[src/rtl/board_input_conditioner_if.sv]
// rtl/board_input_conditioner_if.sv - raw board inputs and conditioned processor-facing outputs
interface board_input_conditioner_if;
  logic [4:0]  in0_switches;
  logic [4:0]  in1_switches;
  logic [3:0]  buttons;
  logic [31:0] proc_in0;
  logic [31:0] proc_in1;
  logic [31:0] proc_in2;
  logic [3:0]  btn_press;

  modport master (
    output in0_switches, in1_switches, buttons,
    input  proc_in0, proc_in1, proc_in2, btn_press
  );

  modport slave (
    input  in0_switches, in1_switches, buttons,
    output proc_in0, proc_in1, proc_in2, btn_press
  );
endinterface

[src/rtl/board_input_conditioner.sv]
// rtl/board_input_conditioner.sv - synchronise and debounce 14 board input bits, emit button press pulses
module board_input_conditioner #(
  parameter int SYNC_STAGES     = 2,
  parameter int DEBOUNCE_CYCLES = 16
) (
  input  logic                       clk,
  input  logic                       rst_n,
  board_input_conditioner_if.slave   bus
);
  localparam int CNT_W = (DEBOUNCE_CYCLES > 1) ? $clog2(DEBOUNCE_CYCLES) : 1;
  localparam int NCH   = 14;
  localparam logic [CNT_W-1:0] CNT_MAX = CNT_W'(DEBOUNCE_CYCLES - 1);

  // Channel layout: [4:0] bank 0, [9:5] bank 1, [13:10] buttons.
  logic [NCH-1:0]   raw;
  logic [NCH-1:0]   sync_q [SYNC_STAGES];
  logic [NCH-1:0]   sync_val;
  logic [NCH-1:0]   stable_q;
  logic [NCH-1:0]   stable_d;
  logic [CNT_W-1:0] cnt_q  [NCH];
  logic [CNT_W-1:0] cnt_d  [NCH];
  logic [3:0]       press_q;

  assign raw      = {bus.buttons, bus.in1_switches, bus.in0_switches};
  assign sync_val = sync_q[SYNC_STAGES-1];

  always_comb begin
    stable_d = stable_q;
    for (int ch = 0; ch < NCH; ch++) begin
      cnt_d[ch] = '0;
      if (sync_val[ch] != stable_q[ch]) begin
        if (cnt_q[ch] == CNT_MAX)
          stable_d[ch] = sync_val[ch];
        else
          cnt_d[ch] = cnt_q[ch] + CNT_W'(1);
      end
    end
  end

  always_ff @(posedge clk or negedge rst_n) begin
    if (!rst_n) begin
      for (int s = 0; s < SYNC_STAGES; s++)
        sync_q[s] <= '0;
      for (int ch = 0; ch < NCH; ch++)
        cnt_q[ch] <= '0;
      stable_q <= '0;
      press_q  <= '0;
    end else begin
      sync_q[0] <= raw;
      for (int s = 1; s < SYNC_STAGES; s++)
        sync_q[s] <= sync_q[s-1];
      for (int ch = 0; ch < NCH; ch++)
        cnt_q[ch] <= cnt_d[ch];
      stable_q <= stable_d;
      // Pulse on the same edge the debounced button rises; drops the following edge.
      press_q  <= stable_d[13:10] & ~stable_q[13:10];
    end
  end

  assign bus.proc_in0  = {27'b0, stable_q[4:0]};
  assign bus.proc_in1  = {27'b0, stable_q[9:5]};
  assign bus.proc_in2  = {28'b0, stable_q[13:10]};
  assign bus.btn_press = press_q;
endmodule

[src/flat_wrapper.sv]
// flat-port wrapper written by rule: the top's interface ports become plain ports
module board_input_conditioner_flat 
#(
  parameter int SYNC_STAGES     = 2,
  parameter int DEBOUNCE_CYCLES = 16
)
  (clk, rst_n, bus_in0_switches, bus_in1_switches, bus_buttons, bus_proc_in0, bus_proc_in1, bus_proc_in2, bus_btn_press);
  board_input_conditioner_if bus_i ();
  input  logic clk;
  input  logic rst_n;
  input wire logic [$bits(bus_i.in0_switches)-1:0] bus_in0_switches;
  input wire logic [$bits(bus_i.in1_switches)-1:0] bus_in1_switches;
  input wire logic [$bits(bus_i.buttons)-1:0] bus_buttons;
  output wire logic [$bits(bus_i.proc_in0)-1:0] bus_proc_in0;
  output wire logic [$bits(bus_i.proc_in1)-1:0] bus_proc_in1;
  output wire logic [$bits(bus_i.proc_in2)-1:0] bus_proc_in2;
  output wire logic [$bits(bus_i.btn_press)-1:0] bus_btn_press;
  assign bus_i.in0_switches = bus_in0_switches;
  assign bus_i.in1_switches = bus_in1_switches;
  assign bus_i.buttons = bus_buttons;
  assign bus_proc_in0 = bus_i.proc_in0;
  assign bus_proc_in1 = bus_i.proc_in1;
  assign bus_proc_in2 = bus_i.proc_in2;
  assign bus_btn_press = bus_i.btn_press;
  board_input_conditioner #(.SYNC_STAGES(SYNC_STAGES), .DEBOUNCE_CYCLES(DEBOUNCE_CYCLES)) u_core (.clk(clk), .rst_n(rst_n), .bus(bus_i));
endmodule
[config.mk]
export PLATFORM = sky130hd
export DESIGN_NAME = board_input_conditioner_flat
export DESIGN_NICKNAME = d
export VERILOG_FILES = /design/src/rtl/board_input_conditioner_if.sv /design/src/rtl/board_input_conditioner.sv /design/src/flat_wrapper.sv
export SDC_FILE = /design/constraint.sdc
export NUM_CORES = 1
export LEC_CHECK = 0
export CAP_MARGIN = 20
export CORE_ASPECT_RATIO = 0.7
export CORE_UTILIZATION = 41
export DETAILED_ROUTE_END_ITERATION = 8
export PLACE_DENSITY = 0.72
export SLEW_MARGIN = 20
export SYNTH_ARGS = -nofsm -noshare
export SYNTH_HDL_FRONTEND = slang
export SYNTH_SLANG_ARGS = --single-unit
[constraint.sdc]
create_clock -name clk -period 1.1 [get_ports clk]
set_input_delay 0.11 -clock clk [delete_from_list [all_inputs] [get_ports clk]]
set_output_delay 0.11 -clock clk [all_outputs]
set_load 0.01 [all_outputs]
# [Yosys cells after proc, flatten, opt, wreduce, memory -nomap -nowiden]
# Index checks and enable logic that the tools add are counted.
[op_classes] add_sub_neg=14 n_eq_ne=28 muxes=36 bitwise_logic=2 reduce_logical=10
[ops] op="4-bit 2-to-1 mux" count=28
[ops] op="4-bit by 1-bit adder with 4-bit output, second input constant" count=14
[ops] op="4-bit equality test, second input constant" count=14
[ops] op="2-bit AND reduction" count=10
[ops] op="1-bit inequality test" count=14
[ops] op="1-bit 2-to-1 mux" count=8
[ops] op="4-bit AND" count=1
[ops] op="4-bit NOT" count=1
[totals] reg_bits=102 input_bits=16 out_inout_bits=100

# [Longest topological paths before layout]
[depth] ltp_word=4 depth_mapped=4 ltp_nobuf=4

# [Least setup slack after synthesis]
# OpenSTA, ideal clock, no wires.
[synth_timing] path_kind="register to register" from="register u_core.cnt_q[52] (netlist bit)" to="register u_core.stable_q[0]" setup_time_ns=0.125 t_arrival_ns=1.036 required_time_ns=0.975 setup_slack_ns=-0.060 path_stages_with_launch=4 period_less_slack_ns=1.160 cell_sequence="dfrtp_1 -> ha_1 -> nand3_1 -> mux2_2"
[synth_via] elab_chain_len=2
[synth_lines] element="from (decl)" line_no="board_input_conditioner.sv:20" source="logic [CNT_W-1:0] cnt_q [NCH];"
[synth_lines] element="from (signal, indexed assignment)" line_no="board_input_conditioner.sv:53" source="cnt_q[ch] <= cnt_d[ch];"
[synth_lines] element="4-bit equality test" line_no="board_input_conditioner.sv:32" source="if (cnt_q[ch] == CNT_MAX)"
[synth_lines] element="2-bit AND reduction (no source line)"
[synth_lines] element="to (signal assigned)" line_no="board_input_conditioner.sv:54" source="stable_q <= stable_d;"
[synth_lines] element="to (decl)" line_no="board_input_conditioner.sv:18" source="logic [NCH-1:0] stable_q;"
# Every way passes these cells.
# A chain may end at the register's enable or synchronous reset.

# [Worst setup path after layout]
[layout_timing] from="register u_core.cnt_q[4] (netlist bit)" to="register u_core.stable_q[12]"
[layout_via] elab_chain_len=3
[layout_lines] element="4-bit equality test" line_no="board_input_conditioner.sv:32"
[layout_lines] element="1-bit 2-to-1 mux" line_no="board_input_conditioner.sv:32"
[layout_lines] element="1-bit 2-to-1 mux" line_no="board_input_conditioner.sv:31" source="if (sync_val[ch] != stable_q[ch]) begin"
[layout_lines] element="via u_core.stable_d[12]" line_no="board_input_conditioner.sv:19" source="logic [NCH-1:0] stable_d;"
# The timed path passes the listed nets, and every way through them passes these cells.

==> metrics.csv <==
metric;value;unit
period_share;1.02;
die_h;89.7;microns
viasPerCell;4.29;
synthCells;367;
power.density;1410;mW/mm^2
async_flop_share;1.00;
crit_chain;ha_2, nand3_2, mux2_4;
cts_inserted_buffers;9;
cpLargestDelayFamily;flip-flops;
crit_path_start_kind;flip-flop;
setup_viol;7;
area_growth_syn_to_layout;28.8;%
critPathArrivalTime;1.35;ns
cp-end-kind;flip-flop;
synth_warnings;0;
hpwl;4.87;mm
initial_core_util;0.429;
synth_largest_area_cell;dfrtp_1;
drtIter0Drc;67;
grt_pass1_vias;2690;
mappedNetlistArea;0.00451;sq mm
crit_slowest_cell;dfrtp_1;
dieArea;0.0114;sq mm
synth-seq-cells;102;
max_stage_delay;0.39;ns
seq_area;0.00255;sq mm
drv_slew;0;
cts_tree;built;
ctsHtreeMaxLevel;3;
dr.pass1.iters;4;
finalWorstSetupSlack;-0.0270;ns
status;finished, violations left;
drc;0;
p_leak;0.00271;uW
insertion_delay;0.34;ns
period_minus_slack;1.13;ns
rows;31;
num_antenna_cells;0;
rsz0062_at_grt;yes;
synth_top_area_share;0.566;
fmax;0.887;GHz
synth-edff-count;0;
synth_cell_types;19;
grt_pass1_wl;12.2;mm
wirelength;7.38;mm
multiInputGateArea;0.00194;sq mm
ir_worst_vdd;858;uV
finalHoldViolCount;0;
nNetsFinal;501;
fin_hold_ws;0.201;ns
synthTopCellsByArea;dfrtp_1 (57%), buf_4 (14%), xnor2_1 (5.4%);
vias;2675;
ys_seq_area_frac;0.566;
critPathRequiredTime;1.32;ns
clkTransAtPathRegs;0.07;ns
tns;-0.0773;ns
crit_buf_inv;0;
cts_sinks;102;
antenna_found_initial;0;
syn_avg_cell_area;12.3;sq um
die_w;127;microns
drive_gt1_frac;0.330;
wl_per_cell;11.8;microns
ant_nets;0;
maxCapViolations;0;
ios;116;
routabilityCongestion;0.696;
numPortBuffers;33;
grt_max_degree;39;
overflow;0;
hp-class;in -> reg;
crit_fanout;3;
synth_flop_cell;dfrtp_1;
fin_worst_skew;0.00820;ns
clock_path_buffers;2;
cts_root_buf;clkbuf_16;
core;0.0105;sq mm
critPathKind;reg -> reg;
violations;setup timing;
grt.total_usage;0.134;
fillers;830;
[sequential cells by signal, indices dropped and copies added (netlist names)]
| register | count |
|---|---|
| u_core.stable_q | 14 |
| u_core.sync_val | 14 |
| u_core.sync_q | 14 |
| u_core.bus.btn_press | 4 |
| u_core.cnt_q | 56 |
[report_power, final]
group / switching [uW] / internal (uW) / leakage (uW)
Clock: 1430 / 1810 / 0.000151
Sequential: 156 / 3920 / 0.00132
Combinational: 449 / 437 / 0.00123
[synth_stat cells, types with 4 or more instances]
library cell and count:
nand3_1 10, xnor2_1 28, nor3b_1 15, nor2_1 14, inv_1 12, a311oi_1 5, a21oi_1 24, nand4b_1 12
nand3_2 4, o21ai_0 12, mux2_4 4, buf_4 82, nor2b_1 14, mux2_2 10, dfrtp_1 102, ha_1 14
[cells by family (layout without fill, tap and decap cells)]
| family | after synthesis | in the layout | share of synthesized area |
|---|---|---|---|
| multiplexers | 14 | 14 | 0.0383 |
| adder cells (fa/ha/maj) | 14 | 14 | 0.0388 |
| other | 1 | 82 | 0.000832 |
| XOR/XNOR | 28 | 28 | 0.0544 |
| AO/OA/AOI/OAI | 45 | 45 | 0.0558 |
| AND/OR/NAND/NOR | 69 | 69 | 0.0993 |
| flip-flops | 102 | 102 | 0.566 |
| buffers and inverters | 94 | 122 | 0.147 |
[metrics by stage]
step                      instance area, sq um   util  setup WS, ns  power [uW]  std cells
after detailed placement                  5080  0.483       -0.0453        4880        588
after global placement                    5080  0.483      -0.00350        4840        588
after global routing                      5810  0.552       -0.0857        8640        624
after CTS                                 5630  0.535       -0.0126        8250        622
final                                     5810  0.552       -0.0270        8210        624
after floorplan                           4850      -       -0.0222        4720        448
[placed cells by master, fill, tap and decap left out, types with 2 or more instances in the layout]
cell type and instances:
a21o_1 2, a21oi_1 15, a21oi_2 8, a311oi_1 2, a311oi_2 3, a31oi_1 2, buf_12 2, buf_2 4
buf_4 54, buf_6 5, clkbuf_16 9, clkbuf_2 9, clkdlybuf4s15_1 5, clkdlybuf4s50_1 14, clkinv_4 2, conb_1 82
dfrtp_1 102, ha_2 10, ha_4 4, inv_1 12, mux2_4 14, nand3_2 11, nand3_4 3, nand4b_1 12
nor2_1 14, nor2b_1 14, nor3b_1 14, o21ai_0 3, o21ai_1 9, xnor2_1 16, xnor2_2 12
[final cells by class]
cell class,count,area share
clock buffer,9,0.0388
clock inverter,7,0.0157
inverter,12,0.00776
multi-input combinational,252,0.334
sequential,102,0.440
tap,148,0.0319
timing repair buffer,94,0.132
[worst paths after layout]
kind	depth (start not counted)	slack [ns]	end	from
max	3	-0.03	u_core.stable_q[12]	u_core.cnt_q[4]
min in group asynchronous	2	0.21	u_core.sync_val[11]	rst_n
min	1	0.20	u_core.sync_q[17]	bus_in0_switches[3]
max reg2reg	3	-0.03	u_core.stable_q[12]	u_core.cnt_q[4]
min reg2reg	0	0.35	u_core.sync_val[1]	u_core.sync_q[15]
max in group asynchronous	3	0.39	u_core.sync_val[5]	rst_n
[per-layer routing]
metal  part of all wire  GRT usage  vias to the layer above
met5                  0          0                        -
met4             0.0054     0.0417                        0
met3              0.043     0.0446                        4
met2               0.52      0.227                       59
met1               0.43      0.160                     1323
li1                   -          -                     1289
[repair_timing]
action,in CTS,in global routing
endpoints found under the setup margin,40,65
resized for setup,68,52
pin swaps,15,27
gates cloned,0,0
buffers inserted,17,3
hold buffers,1,0
hold endpoints to repair,96,0
No activity file was read; power rests on OpenSTA's default activity.
